`config.mk`:
```
export PLATFORM = sky130hd
export DESIGN_NAME = master_port
export DESIGN_NICKNAME = d
export VERILOG_FILES = /design/src/rtl/bus_pkg.sv /design/src/rtl/frame_shifter.sv /design/src/rtl/master_port.sv
export SDC_FILE = /design/constraint.sdc
export NUM_CORES = 1
export LEC_CHECK = 0
export CORE_ASPECT_RATIO = 1.1
export CORE_MARGIN = 2
export CORE_UTILIZATION = 54
export DETAILED_ROUTE_END_ITERATION = 8
export MAX_ROUTING_LAYER = met4
export PLACE_DENSITY = 0.82
export SLEW_MARGIN = 15
export SYNTH_ARGS = -nofsm -noshare
export SYNTH_HDL_FRONTEND = slang
export SYNTH_SLANG_ARGS = --single-unit
```
`constraint.sdc`:
```
create_clock -name clk -period 1.78 [get_ports clk]
set_input_delay 0.445 -clock clk [delete_from_list [all_inputs] [get_ports clk]]
set_output_delay 0.445 -clock clk [all_outputs]
set_load 0.02 [all_outputs]
```
`src/rtl/bus_pkg.sv`:
```
// Shared definitions for the serial bus: frame geometry, mode-bit encoding, master FSM states.
// Latency: none (package only).
// Backpressure: none (package only).
package bus_pkg;

    localparam int ADDR_WIDTH      = 14;
    localparam int DATA_WIDTH      = 8;
    localparam int READ_FRAME_LEN  = 1 + ADDR_WIDTH;
    localparam int WRITE_FRAME_LEN = 1 + ADDR_WIDTH + DATA_WIDTH;

    // First bit of every frame tells the slave which way the transfer goes
    localparam logic MODE_READ  = 1'b1;
    localparam logic MODE_WRITE = 1'b0;

    typedef enum logic [2:0] {
        ST_IDLE,
        ST_REQ,
        ST_SEND,
        ST_WAIT_ACK,
        ST_RECV,
        ST_DONE,
        ST_ERR
    } state_t;

    // Number of serial bits in a frame; reads carry no data field
    function automatic int frame_len(input int aw, input int dw, input logic rd);
        return rd ? (1 + aw) : (1 + aw + dw);
    endfunction

endpackage

```
`src/rtl/frame_shifter.sv`:
```
// Parallel-load, MSB-first shift register holding the outgoing serial frame.
// Latency: loaded word's MSB visible the cycle after load; each shift exposes the next bit one cycle later.
// Backpressure: none; shifts only when the owner asserts i_shift.
module frame_shifter #(
    parameter int WIDTH = 23
) (
    input  logic             clk,
    input  logic             reset,
    input  logic             i_load,
    input  logic             i_shift,
    input  logic [WIDTH-1:0] i_data,
    output logic             o_msb
);

    logic [WIDTH-1:0] r_shift;

    // Load wins over shift; zeros fill from the bottom so a drained frame reads as 0
    always_ff @(posedge clk or negedge reset) begin
        if (!reset) begin
            r_shift <= '0;
        end else if (i_load) begin
            r_shift <= i_data;
        end else if (i_shift) begin
            r_shift <= {r_shift[WIDTH-2:0], 1'b0};
        end
    end

    assign o_msb = r_shift[WIDTH-1];

endmodule

```
`src/rtl/master_port.sv`:
```
// Master-side serial bus port: takes one read/write command, arbitrates, sends the frame, returns data or error.
// Latency: enable -> bus_req next cycle; frame 15/23 cycles after grant; done one cycle after ack (write) or 8th rx bit (read).
// Backpressure: commands accepted only in IDLE (busy low); enable at any other time is dropped, not queued.
module master_port #(
    parameter int ADDR_WIDTH = bus_pkg::ADDR_WIDTH,
    parameter int DATA_WIDTH = bus_pkg::DATA_WIDTH,
    parameter int TIMEOUT    = 64
) (
    input  logic                  clk,
    input  logic                  reset,
    input  logic                  enable,
    input  logic                  read_en,
    input  logic [ADDR_WIDTH-1:0] addr_in,
    input  logic [DATA_WIDTH-1:0] data_in,
    output logic [DATA_WIDTH-1:0] data_out,
    output logic                  busy,
    output logic                  done,
    output logic                  error,
    output logic                  bus_req,
    input  logic                  bus_grant,
    output logic                  tx_bit,
    output logic                  tx_valid,
    input  logic                  slave_ack,
    input  logic                  rx_bit,
    input  logic                  rx_valid
);

    import bus_pkg::*;

    localparam int FRAME_W = 1 + ADDR_WIDTH + DATA_WIDTH;
    localparam int BCW     = $clog2(FRAME_W);
    localparam int TCW     = $clog2(TIMEOUT + 1);
    localparam int RCW     = $clog2(DATA_WIDTH);

    localparam logic [BCW-1:0] RD_LAST = BCW'(frame_len(ADDR_WIDTH, DATA_WIDTH, 1'b1) - 1);
    localparam logic [BCW-1:0] WR_LAST = BCW'(frame_len(ADDR_WIDTH, DATA_WIDTH, 1'b0) - 1);
    localparam logic [TCW-1:0] TO_LAST = TCW'(TIMEOUT - 1);
    localparam logic [RCW-1:0] RX_LAST = RCW'(DATA_WIDTH - 1);

    state_t                r_state;
    logic                  r_read;
    logic [BCW-1:0]        r_bit_cnt;
    logic [TCW-1:0]        r_to_cnt;
    logic [RCW-1:0]        r_rx_cnt;
    logic [DATA_WIDTH-1:0] r_rx_shift;
    logic [DATA_WIDTH-1:0] r_data_out;
    logic                  r_busy;
    logic                  r_done;
    logic                  r_error;
    logic                  r_bus_req;
    logic                  r_tx_valid;

    logic                  w_load;
    logic                  w_shift;
    logic                  w_frame_msb;
    logic [DATA_WIDTH-1:0] w_frame_data;
    logic [FRAME_W-1:0]    w_frame;
    logic [BCW-1:0]        w_frame_last;

    // The frame is captured into the shifter at accept time, so no separate command register is needed
    assign w_load       = (r_state == ST_IDLE) && enable;
    assign w_shift      = (r_state == ST_SEND) && bus_grant;
    assign w_frame_data = read_en ? '0 : data_in;
    assign w_frame      = {(read_en ? MODE_READ : MODE_WRITE), addr_in, w_frame_data};
    assign w_frame_last = r_read ? RD_LAST : WR_LAST;

    frame_shifter #(
        .WIDTH (FRAME_W)
    ) u_frame_shifter (
        .clk     (clk),
        .reset   (reset),
        .i_load  (w_load),
        .i_shift (w_shift),
        .i_data  (w_frame),
        .o_msb   (w_frame_msb)
    );

    // Transaction FSM with registered status/handshake outputs
    always_ff @(posedge clk or negedge reset) begin
        if (!reset) begin
            r_state    <= ST_IDLE;
            r_read     <= 1'b0;
            r_bit_cnt  <= '0;
            r_to_cnt   <= '0;
            r_rx_cnt   <= '0;
            r_rx_shift <= '0;
            r_data_out <= '0;
            r_busy     <= 1'b0;
            r_done     <= 1'b0;
            r_error    <= 1'b0;
            r_bus_req  <= 1'b0;
            r_tx_valid <= 1'b0;
        end else begin
            r_done  <= 1'b0;
            r_error <= 1'b0;
            case (r_state)
                ST_IDLE: begin
                    if (enable) begin
                        r_read    <= read_en;
                        r_busy    <= 1'b1;
                        r_bus_req <= 1'b1;
                        r_state   <= ST_REQ;
                    end
                end
                ST_REQ: begin
                    // Arbitration may take arbitrarily long; no timeout here
                    if (bus_grant) begin
                        r_bit_cnt  <= '0;
                        r_tx_valid <= 1'b1;
                        r_state    <= ST_SEND;
                    end
                end
                ST_SEND: begin
                    // Grant is rechecked on every bit, including the last one
                    if (!bus_grant) begin
                        r_tx_valid <= 1'b0;
                        r_error    <= 1'b1;
                        r_state    <= ST_ERR;
                    end else if (r_bit_cnt == w_frame_last) begin
                        r_tx_valid <= 1'b0;
                        r_to_cnt   <= '0;
                        r_state    <= ST_WAIT_ACK;
                    end else begin
                        r_bit_cnt <= r_bit_cnt + 1'b1;
                    end
                end
                ST_WAIT_ACK: begin
                    // Ack is checked before expiry so a same-cycle ack still succeeds
                    if (slave_ack) begin
                        if (r_read) begin
                            r_to_cnt <= '0;
                            r_rx_cnt <= '0;
                            r_state  <= ST_RECV;
                        end else begin
                            r_done  <= 1'b1;
                            r_state <= ST_DONE;
                        end
                    end else if (r_to_cnt == TO_LAST) begin
                        r_error <= 1'b1;
                        r_state <= ST_ERR;
                    end else begin
                        r_to_cnt <= r_to_cnt + 1'b1;
                    end
                end
                ST_RECV: begin
                    // Each received bit restarts the inactivity window; data_out only moves on a full byte
                    if (rx_valid) begin
                        r_to_cnt   <= '0;
                        r_rx_shift <= {r_rx_shift[DATA_WIDTH-2:0], rx_bit};
                        r_rx_cnt   <= r_rx_cnt + 1'b1;
                        if (r_rx_cnt == RX_LAST) begin
                            r_data_out <= {r_rx_shift[DATA_WIDTH-2:0], rx_bit};
                            r_done     <= 1'b1;
                            r_state    <= ST_DONE;
                        end
                    end else if (r_to_cnt == TO_LAST) begin
                        r_error <= 1'b1;
                        r_state <= ST_ERR;
                    end else begin
                        r_to_cnt <= r_to_cnt + 1'b1;
                    end
                end
                ST_DONE, ST_ERR: begin
                    r_busy    <= 1'b0;
                    r_bus_req <= 1'b0;
                    r_bit_cnt <= '0;
                    r_to_cnt  <= '0;
                    r_rx_cnt  <= '0;
                    r_state   <= ST_IDLE;
                end
                default: begin
                    r_state <= ST_IDLE;
                end
            endcase
        end
    end

    assign data_out = r_data_out;
    assign busy     = r_busy;
    assign done     = r_done;
    assign error    = r_error;
    assign bus_req  = r_bus_req;
    assign tx_valid = r_tx_valid;
    // Gated so the line idles low outside SEND regardless of shifter contents
    assign tx_bit   = r_tx_valid & w_frame_msb;

endmodule

```
# ---- Yosys cells after proc, flatten, opt, wreduce, memory -nomap -nowiden
# Index checks and enable logic that the tools add are counted.
dict set report totals {
  reg_bits 61
  in_bits 30
}
dict set report classes {
  eq_ne 20
  n_bitwise 1
  addsub 3
  reduce_logical 19
  n_mux 46
}
# cell n
set op_table {}
lappend op_table {{$mux 23} 2}
lappend op_table {{$mux 7} 6}
lappend op_table {{$mux 3} 11}
lappend op_table {{$pmux 7 s4} 1}
lappend op_table {{$mux 5} 4}
lappend op_table {{$reduce_and 4->1} 4}
lappend op_table {{$pmux 3 s5} 1}
lappend op_table {{$pmux 5 s3} 1}
lappend op_table {{$mux 1} 14}
lappend op_table {{$ne 2x2->1 const B} 7}
lappend op_table {{$eq 3x3->1 const B} 4}
lappend op_table {{$pmux 3 s3} 1}
lappend op_table {{$mux 8} 1}
lappend op_table {{$add 7x1->7 const B} 1}
lappend op_table {{$eq 7x6->1 const B} 1}
lappend op_table {{$eq 3x2->1 const B} 2}
lappend op_table {{$ne 3x3->1 const B} 2}
lappend op_table {{$pmux 1 s2} 3}
lappend op_table {{$reduce_and 2->1} 3}
lappend op_table {{$reduce_and 3->1} 2}
lappend op_table {{$reduce_bool 2->1} 3}
lappend op_table {{$reduce_bool 3->1} 2}
lappend op_table {{$add 5x1->5 const B} 1}
lappend op_table {{$eq 5x5->1} 1}
lappend op_table {{other kinds (10)} 11}

# ---- Logic depth before layout (Yosys ltp)
# Gate-level depths: netlist of run 1.
dict set report depth {
  depth_word 5
  ltp_mapped 6
  ltp_nobuf 6
}

# ---- By module
# Synthesis of run 1 repeated with hierarchy kept, for this count alone.
dict set report hier_totals {
  cells_unflattened 290
  area_unflattened_um2 3098.0
}
# mod area_each_um2 n_inst cells_per_inst
set by_module_without_submodules {}
lappend by_module_without_submodules {master_port 2014.4 1 190}
lappend by_module_without_submodules {frame_shifter 1083.5 1 100}

# ---- Worst setup path after synthesis of run 1
# Ideal clock, no wire load.
dict set report synth_path {
  path_kind {reg2reg}
  from {register r_state[1]}
  to {register r_rx_cnt[0]}
  arrival_time_ns 1.519
  slack_ns 0.137
  setup_ns 0.125
  synth_period_minus_slack_ns 1.643
  path_buffers 1
  path_stages_with_launch 6
  required_ns 1.655
  path_cell_list {dfrtp_1 > buf_2 > nand3b_4 > or2_2 > a21oi_2 > mux2_2}
}
dict set report synth_between {
  elab_chain_len 4
}
# element line
set synth_rtl {}
lappend synth_rtl {{from (decl)} master_port.sv:40} ;# state_t r_state;
lappend synth_rtl {{from (signal assigned)} master_port.sv:81} ;# r_state <= ST_IDLE;
lappend synth_rtl {{from (signal assigned)} master_port.sv:102} ;# r_state <= ST_REQ;
lappend synth_rtl {{from (signal assigned)} master_port.sv:110} ;# r_state <= ST_SEND;
lappend synth_rtl {{$eq 3x3->1} master_port.sv:96} ;# case (r_state)
lappend synth_rtl {{$reduce_or 2->1} master_port.sv:96}
lappend synth_rtl {{$reduce_bool 3->1 (no source line)} -}
lappend synth_rtl {{$reduce_and 4->1 (no source line)} -}
lappend synth_rtl {{to (signal assigned)} master_port.sv:150} ;# r_rx_cnt <= r_rx_cnt + 1'b1;
lappend synth_rtl {{to (decl)} master_port.sv:44} ;# logic [RCW-1:0] r_rx_cnt;
# Parallel ways exist; a longest one is shown, timed or not.
# A chain may end at the register's enable or synchronous reset.

# ---- Final worst setup path of run 1
dict set report layout_path {
  from {register r_data_out[2], in the netlist data_out[2]}
  to {output data_out[2]}
}
# element line
set layout_rtl {}
lappend layout_rtl {{from (decl)} master_port.sv:46} ;# logic [DATA_WIDTH-1:0] r_data_out;
lappend layout_rtl {{from (signal assigned)} master_port.sv:152} ;# r_data_out <= {r_rx_shift[DATA_WIDTH-2:0], rx_bit};
lappend layout_rtl {{to (decl)} master_port.sv:15} ;# output logic [DATA_WIDTH-1:0] data_out,
# No word-level cell between the ends.

==> results_dict.tcl, run 1 <==
set metrics [dict create \
    cp_max_fo 2 \
    route.met2.wl_um 3340 \
    slew_violations 0 \
    cp-end-kind "output pin" \
    dieArea_um2 6370 \
    worstSetupPathType "reg -> out" \
    setup_violations 0 \
    tightestPinTransition_ns 0.486 \
    ys_seq_elements 61 \
    insertion_delay_ns 0.33 \
    drt_iter0_markers 152 \
    ctsHoldBuffers 0 \
    post-synth-top-area-cell "dfrtp_1" \
    wirelength_um 6520 \
    min_period_ns 1.73 \
    async_flop_share 1.00 \
    finalCritPeriodShare 0.969 \
    grt_pass1_wl_um 11600 \
    synthesis.nets 330 \
    hold_class "in -> async" \
    clock_sinks 61 \
    met1Wirelength_um 2770 \
    yosysMostFrequentCell "dfrtp_1" \
    syn2layout_area_growth_pct 31.7 \
    path_clk_slew_ns 0.07 \
    hold_viol_final 0 \
    cp.arrival_ns 1.28 \
    path_delay_family "buffers and inverters" \
    critPathRequiredTime_ns 1.33 \
    postPlaceCellArea_um2 3880 \
    finalSetupTns_ns 0 \
    synth_area_leaders "dfrtp_1, mux2i_1, mux2_2" \
    crit_path_cell_trace "clkdlybuf4s50_1" \
    grt_pass1_vias 2660 \
    diodes 0 \
    yosys-top-cells-count "dfrtp_1, o21ai_0, nand2_1, mux2i_1, mux2_2" \
    yosysWarnings 0 \
    fin_util 0.748 \
    hold_ws_ns 0.0702 \
    dp_hpwl_um 4840 \
    drc 0 \
    die_w_um 76.3 \
    reg2reg_depth 4 \
    syn_area_um2 3100 \
    netlist.area_leader.share 0.492 \
    cp_num_buf_inv 1 \
    synthFlopType "dfrtp_1" \
    max-slew-margin-rel 0.676 \
    layout.nets 406 \
    synth_cell_types 53 \
    cts_buffers 9 \
    grt_use_total 0.235 \
    root_buffer "clkbuf_8" \
    clockBufferDepth 2 \
    grt_max_degree 26 \
    cap_violations 0 \
    routed-via-count 2498 \
    start_util 0.568 \
    cp.depth 1 \
    io_pins 44 \
    grt_remaining_overflow 0 \
    synth.avg_cell_area_um2 10.5 \
    r2r-start "r_read" \
    vias_per_cell 5.54 \
    final_antenna_net_count 0 \
    port_buffers 43 \
    cts_tree "done" \
    wl_met3_um 234 \
    num_rows 28 \
    slowest_stage "clkdlybuf4s50_1" \
    fin_skew_ns 0.00706 \
    drive_above_1_share 0.239 \
    synthCells 295 \
    synth_edf_count 0 \
    p_per_area_nw_per_um2 1340 \
    antenna_found_initial 0 \
    ir_drop_mv 1.02 \
    coreArea_um2 5470 \
    p_leak_nw 1.89 \
    cp_slowest_stage_delay_ns 0.60 \
    highest_layer "met4" \
    fin_area_um2 4090 \
    ys_seq_area_frac 0.492 \
    gp_congestion 0.821 \
    die_h_um 83.5 \
    routedWlPerCell_um 14.5 \
    status "complete, no violations" \
    dr.pass1.iters 5 \
    startpoint_type "flop" \
    htreeDepth 3 \
    clock.fmax_ghz 0.580 \
    crit_start "data_out[2]" \
]
repair_timing:
action | CTS | global route
pin swaps | 0 | 3
endpoints found under the setup margin | 4 | 22
setup buffers | 0 | 0
gates resized for setup | 4 | 9
where the power goes:
part	internal (mW)	switching [mW]
Sequential	1.84	0.353
Combinational	1.12	1.07
Clock	0.574	0.514
Total	3.53	1.94
kinds of logic after synthesis:
group / count (synthesis) / share of synthesized area
AND/OR/NAND/NOR: 91 / 0.156
flip-flops: 61 / 0.492
buffers and inverters: 25 / 0.0367
multiplexers: 43 / 0.146
AO/OA/AOI/OAI: 70 / 0.149
adder cells (fa/ha/maj): 5 / 0.0202
layer usage:
layer  track usage  vias up
met4         0.119        0
met3        0.0433       17
met2         0.404       62
li1              -     1202
met1         0.261     1217
met5             -        -
state kept, by name (all words and copies together) (netlist names), 3 cells and up:
name and cells:
data_out 8, r_bit_cnt 5, r_rx_cnt 3, r_rx_shift 7
r_state 3, r_to_cnt 7, u_frame_shifter.r_shift 23
placed cells by master, fill, tap and decap left out, types with 3 or more instances in the layout:
master / synthesis / routed
mux2_2: 18 / 18
inv_1: 12 / 12
o21ai_0: 39 / 39
dfrtp_1: 61 / 59
dlygate4sd2_1: 0 / 4
buf_12: 0 / 5
and3_1: 4 / 4
nor2b_1: 6 / 5
ha_1: 5 / 5
a21oi_1: 3 / 3
clkbuf_8: 0 / 11
nand3_1: 12 / 11
nor3_1: 6 / 5
or2_2: 3 / 3
nand2_1: 31 / 31
clkinv_2: 0 / 3
nand2b_1: 3 / 3
and2_1: 4 / 4
mux2i_1: 25 / 25
buf_4: 4 / 30
clkdlybuf4s50_1: 0 / 37
nor2_1: 9 / 9
o31ai_1: 5 / 5
final cells by class:
| cell class | count | area, µm² |
|---|---|---|
| multi-input combinational | 209 | 1490 |
| clock buffer | 12 | 155 |
| tap | 75 | 93.8 |
| inverter | 12 | 45.0 |
| fill | 399 | 1380 |
| sequential | 61 | 1530 |
| timing repair buffer | 78 | 748 |
| clock inverter | 4 | 22.5 |
stage by stage:
stage / cells / total power, mW / setup WS [ns]
global placement: 435 / 4.25 / -0.164
finish: 451 / 5.47 / 0.0548
detailed placement: 435 / 4.37 / -0.248
floorplan: 295 / 3.48 / 0.137
global route: 451 / 5.86 / -0.0226
CTS: 451 / 5.45 / 0.0134
final timing paths:
path                       slack [ns]                         end
min reg2reg                      0.50  u_frame_shifter.r_shift[0]
max                              0.05                 data_out[2]
min                              0.07                 r_to_cnt[3]
max in group asynchronous        1.17                r_bit_cnt[2]
min in group clk                 0.50  u_frame_shifter.r_shift[0]
max reg2reg                      0.06                r_bit_cnt[3]
(Power assumes the default switching activity.)
==> inputs of run 2 (changes only) <==
--- a/config.mk
+++ b/config.mk
@@ -7,11 +7,10 @@
 export LEC_CHECK = 0
 export CORE_ASPECT_RATIO = 1.1
 export CORE_MARGIN = 2
-export CORE_UTILIZATION = 54
+export CORE_UTILIZATION = 49
 export DETAILED_ROUTE_END_ITERATION = 8
 export MAX_ROUTING_LAYER = met4
-export PLACE_DENSITY = 0.82
-export SLEW_MARGIN = 15
+export PLACE_DENSITY = 0.79
 export SYNTH_ARGS = -nofsm -noshare
 export SYNTH_HDL_FRONTEND = slang
 export SYNTH_SLANG_ARGS = --single-unit
==> constraint.sdc (replaced) <==
create_clock -name clk -period 1.4 [get_ports clk]
set_input_delay 0.35 -clock clk [delete_from_list [all_inputs] [get_ports clk]]
set_output_delay 0.35 -clock clk [all_outputs]
set_load 0.02 [all_outputs]
==> run 2 against run 1 <==
Compared with the run above:
- the flow now finishes with violations (negative hold slack, negative setup slack)
- final cell count increased by 14%
- setup slack got worse by 0.38 ns
- largest power group is now combinational logic
- sequential power increased by 32%
- core utilization increased by 9.6 points
- critical endpoint is now u_frame_shifter.r_shift[10]
- register-to-register slack got worse by 0.39 ns
==> results_dict.tcl, run 2 (synthesized netlist as in run 1, its figures left out) <==
set metrics [dict create \
    finalSetupTns_ns -12.59 \
    drt_iter0_markers 277 \
    fin_ws_ns -0.325 \
    intPower_mw 6.20 \
    critPathRequiredTime_ns 1.62 \
    p_switching_mw 3.86 \
    drc 0 \
    cts_tree "done" \
    postPlaceCellArea_um2 4120 \
    fin_skew_ns 0.00990 \
    p_sw_frac 0.384 \
    diodes 0 \
    violations "negative hold slack, negative setup slack" \
    status "complete, but fails checks" \
    die_w_um 79.9 \
    rsz0062_at_grt "true" \
    hold_ws_ns -0.00662 \
    dp_slack_ns -0.467 \
    largest_reg_flops 23 \
    clock_sinks 61 \
    num_rows 30 \
    clkPwrFrac 0.157 \
    insertion_delay_ns 0.35 \
    cp_max_fo 8 \
    grt_use_total 0.296 \
    mostFrequentLayoutCell "dfrtp_1" \
    cp.arrival_ns 1.95 \
    cp-end-kind "flop" \
    startpoint_type "flop" \
    setup_violations 62 \
    grt_pass1_vias 3120 \
    coreArea_um2 6160 \
    tightestPinTransition_ns 0.386 \
    routedWlPerCell_um 23.5 \
    crit_start "r_state[2]" \
    hold_class "in -> async" \
    ctsHoldBuffers 0 \
    io_pins 44 \
    grt_max_degree 62 \
    start_util 0.504 \
    finalCritPeriodShare 1.23 \
    antenna_found_initial 0 \
    port_buffers 43 \
    drive_above_1_share 0.470 \
    syn2layout_area_growth_pct 67.5 \
    vias_per_cell 6.18 \
    max-slew-margin-rel 0.741 \
    r2r-start "r_state[2]" \
    routed-via-count 3178 \
    fin_area_um2 5200 \
    grt_remaining_overflow 0 \
    final_antenna_net_count 0 \
    dr.pass1.iters 5 \
    p_seq_frac 0.287 \
    p_leak_nw 2.41 \
    min_period_ns 1.73 \
    hold_viol_final 6 \
    slew_violations 0 \
    die_h_um 87.5 \
    dieArea_um2 6990 \
    final_cell_mix "dfrtp_1, buf_4, o21ai_1" \
    layout.nets 467 \
    gp_congestion 0.833 \
    htreeDepth 3 \
    cts_buffers 9 \
    wirelength_um 12100 \
    path_clk_slew_ns 0.07 \
    clock.fmax_ghz 0.580 \
    ir_drop_mv 1.55 \
    clockBufferDepth 2 \
    cap_violations 0 \
    fin_util 0.844 \
    regMostFlops "u_frame_shifter.r_shift" \
    p_per_area_nw_per_um2 1940 \
    worstSetupPathType "reg -> reg" \
    combPwrFrac 0.556 \
    root_buffer "clkbuf_8" \
    dp_hpwl_um 4860 \
    grt_pass1_wl_um 15100 \
]
run 2: cell types whose count changed in the layout (fill, tap and decap cells not counted), moves of 8 or more:
cell / change
clkdlybuf4s50_1: -9
o21ai_2: +8
buf_6: +25
mux2_2: -11
o21ai_1: +28
buf_4: +26
o21ai_0: -36
mux2_4: +11
run 2: area by class of cell:
type,count,area [µm²]
clock buffer,11,151
clock inverter,2,35.0
fill,259,958
inverter,12,47.5
multi-input combinational,210,1920
sequential,61,1530
tap,80,100
timing repair buffer,138,1410
run 2: power by group through the flow:
stage               sequential (mW)  clock [mW]  combinational (mW)
global placement               2.69           0                3.11
global route                   2.91        1.65                5.80
finish                         2.89        1.58                5.60
CTS                            2.72        1.55                4.41
detailed placement             2.73           0                3.21
floorplan                      2.70           0                1.91
run 2: through the flow:
| stage | std cells | power, mW |
|---|---|---|
| after floorplan | 295 | 4.61 |
| after global placement | 465 | 5.80 |
| after detailed placement | 465 | 5.94 |
| after CTS | 500 | 8.68 |
| after global routing | 514 | 10.4 |
| final | 514 | 10.1 |
run 2: path summary, 6_finish.rpt:
path | end | slack [ns] | depth (start not counted)
min in group clk | data_out[4] | 0.50 | 1
max in group asynchronous | r_state[1] | 1.09 | 2
worst min-delay path | error | -0.007 | 2
worst min register to register | data_out[4] | 0.50 | 1
worst max register to register | u_frame_shifter.r_shift[10] | -0.33 | 7
worst max-delay path | u_frame_shifter.r_shift[10] | -0.33 | 7
run 2: what timing repair did:
| item | CTS | global route |
|---|---|---|
| pin swaps | 28 | 20 |
| endpoints found under the setup margin | 73 | 65 |
| gates cloned | 5 | 1 |
| setup buffers | 19 | 16 |
| gates resized for setup | 121 | 52 |
| endpoints found under the hold margin | 0 | 0 |
run 2: worst max-delay path: stages, from the launching register on:
cell      delay [ns]
dfrtp_2         0.44
buf_6           0.14
buf_6           0.12
nand2b_4        0.15
nor2_4          0.19
buf_12          0.17
mux2i_1         0.27
o21ai_1         0.11
run 2: routing by layer:
| layer | global-route usage | part of all wire | vias up |
|---|---|---|---|
| met5 | - | 0 | - |
| met4 | 0.169 | 0.052 | 0 |
| met3 | 0.0488 | 0.059 | 67 |
| met2 | 0.529 | 0.52 | 194 |
| met1 | 0.308 | 0.36 | 1579 |
| li1 | - | - | 1338 |
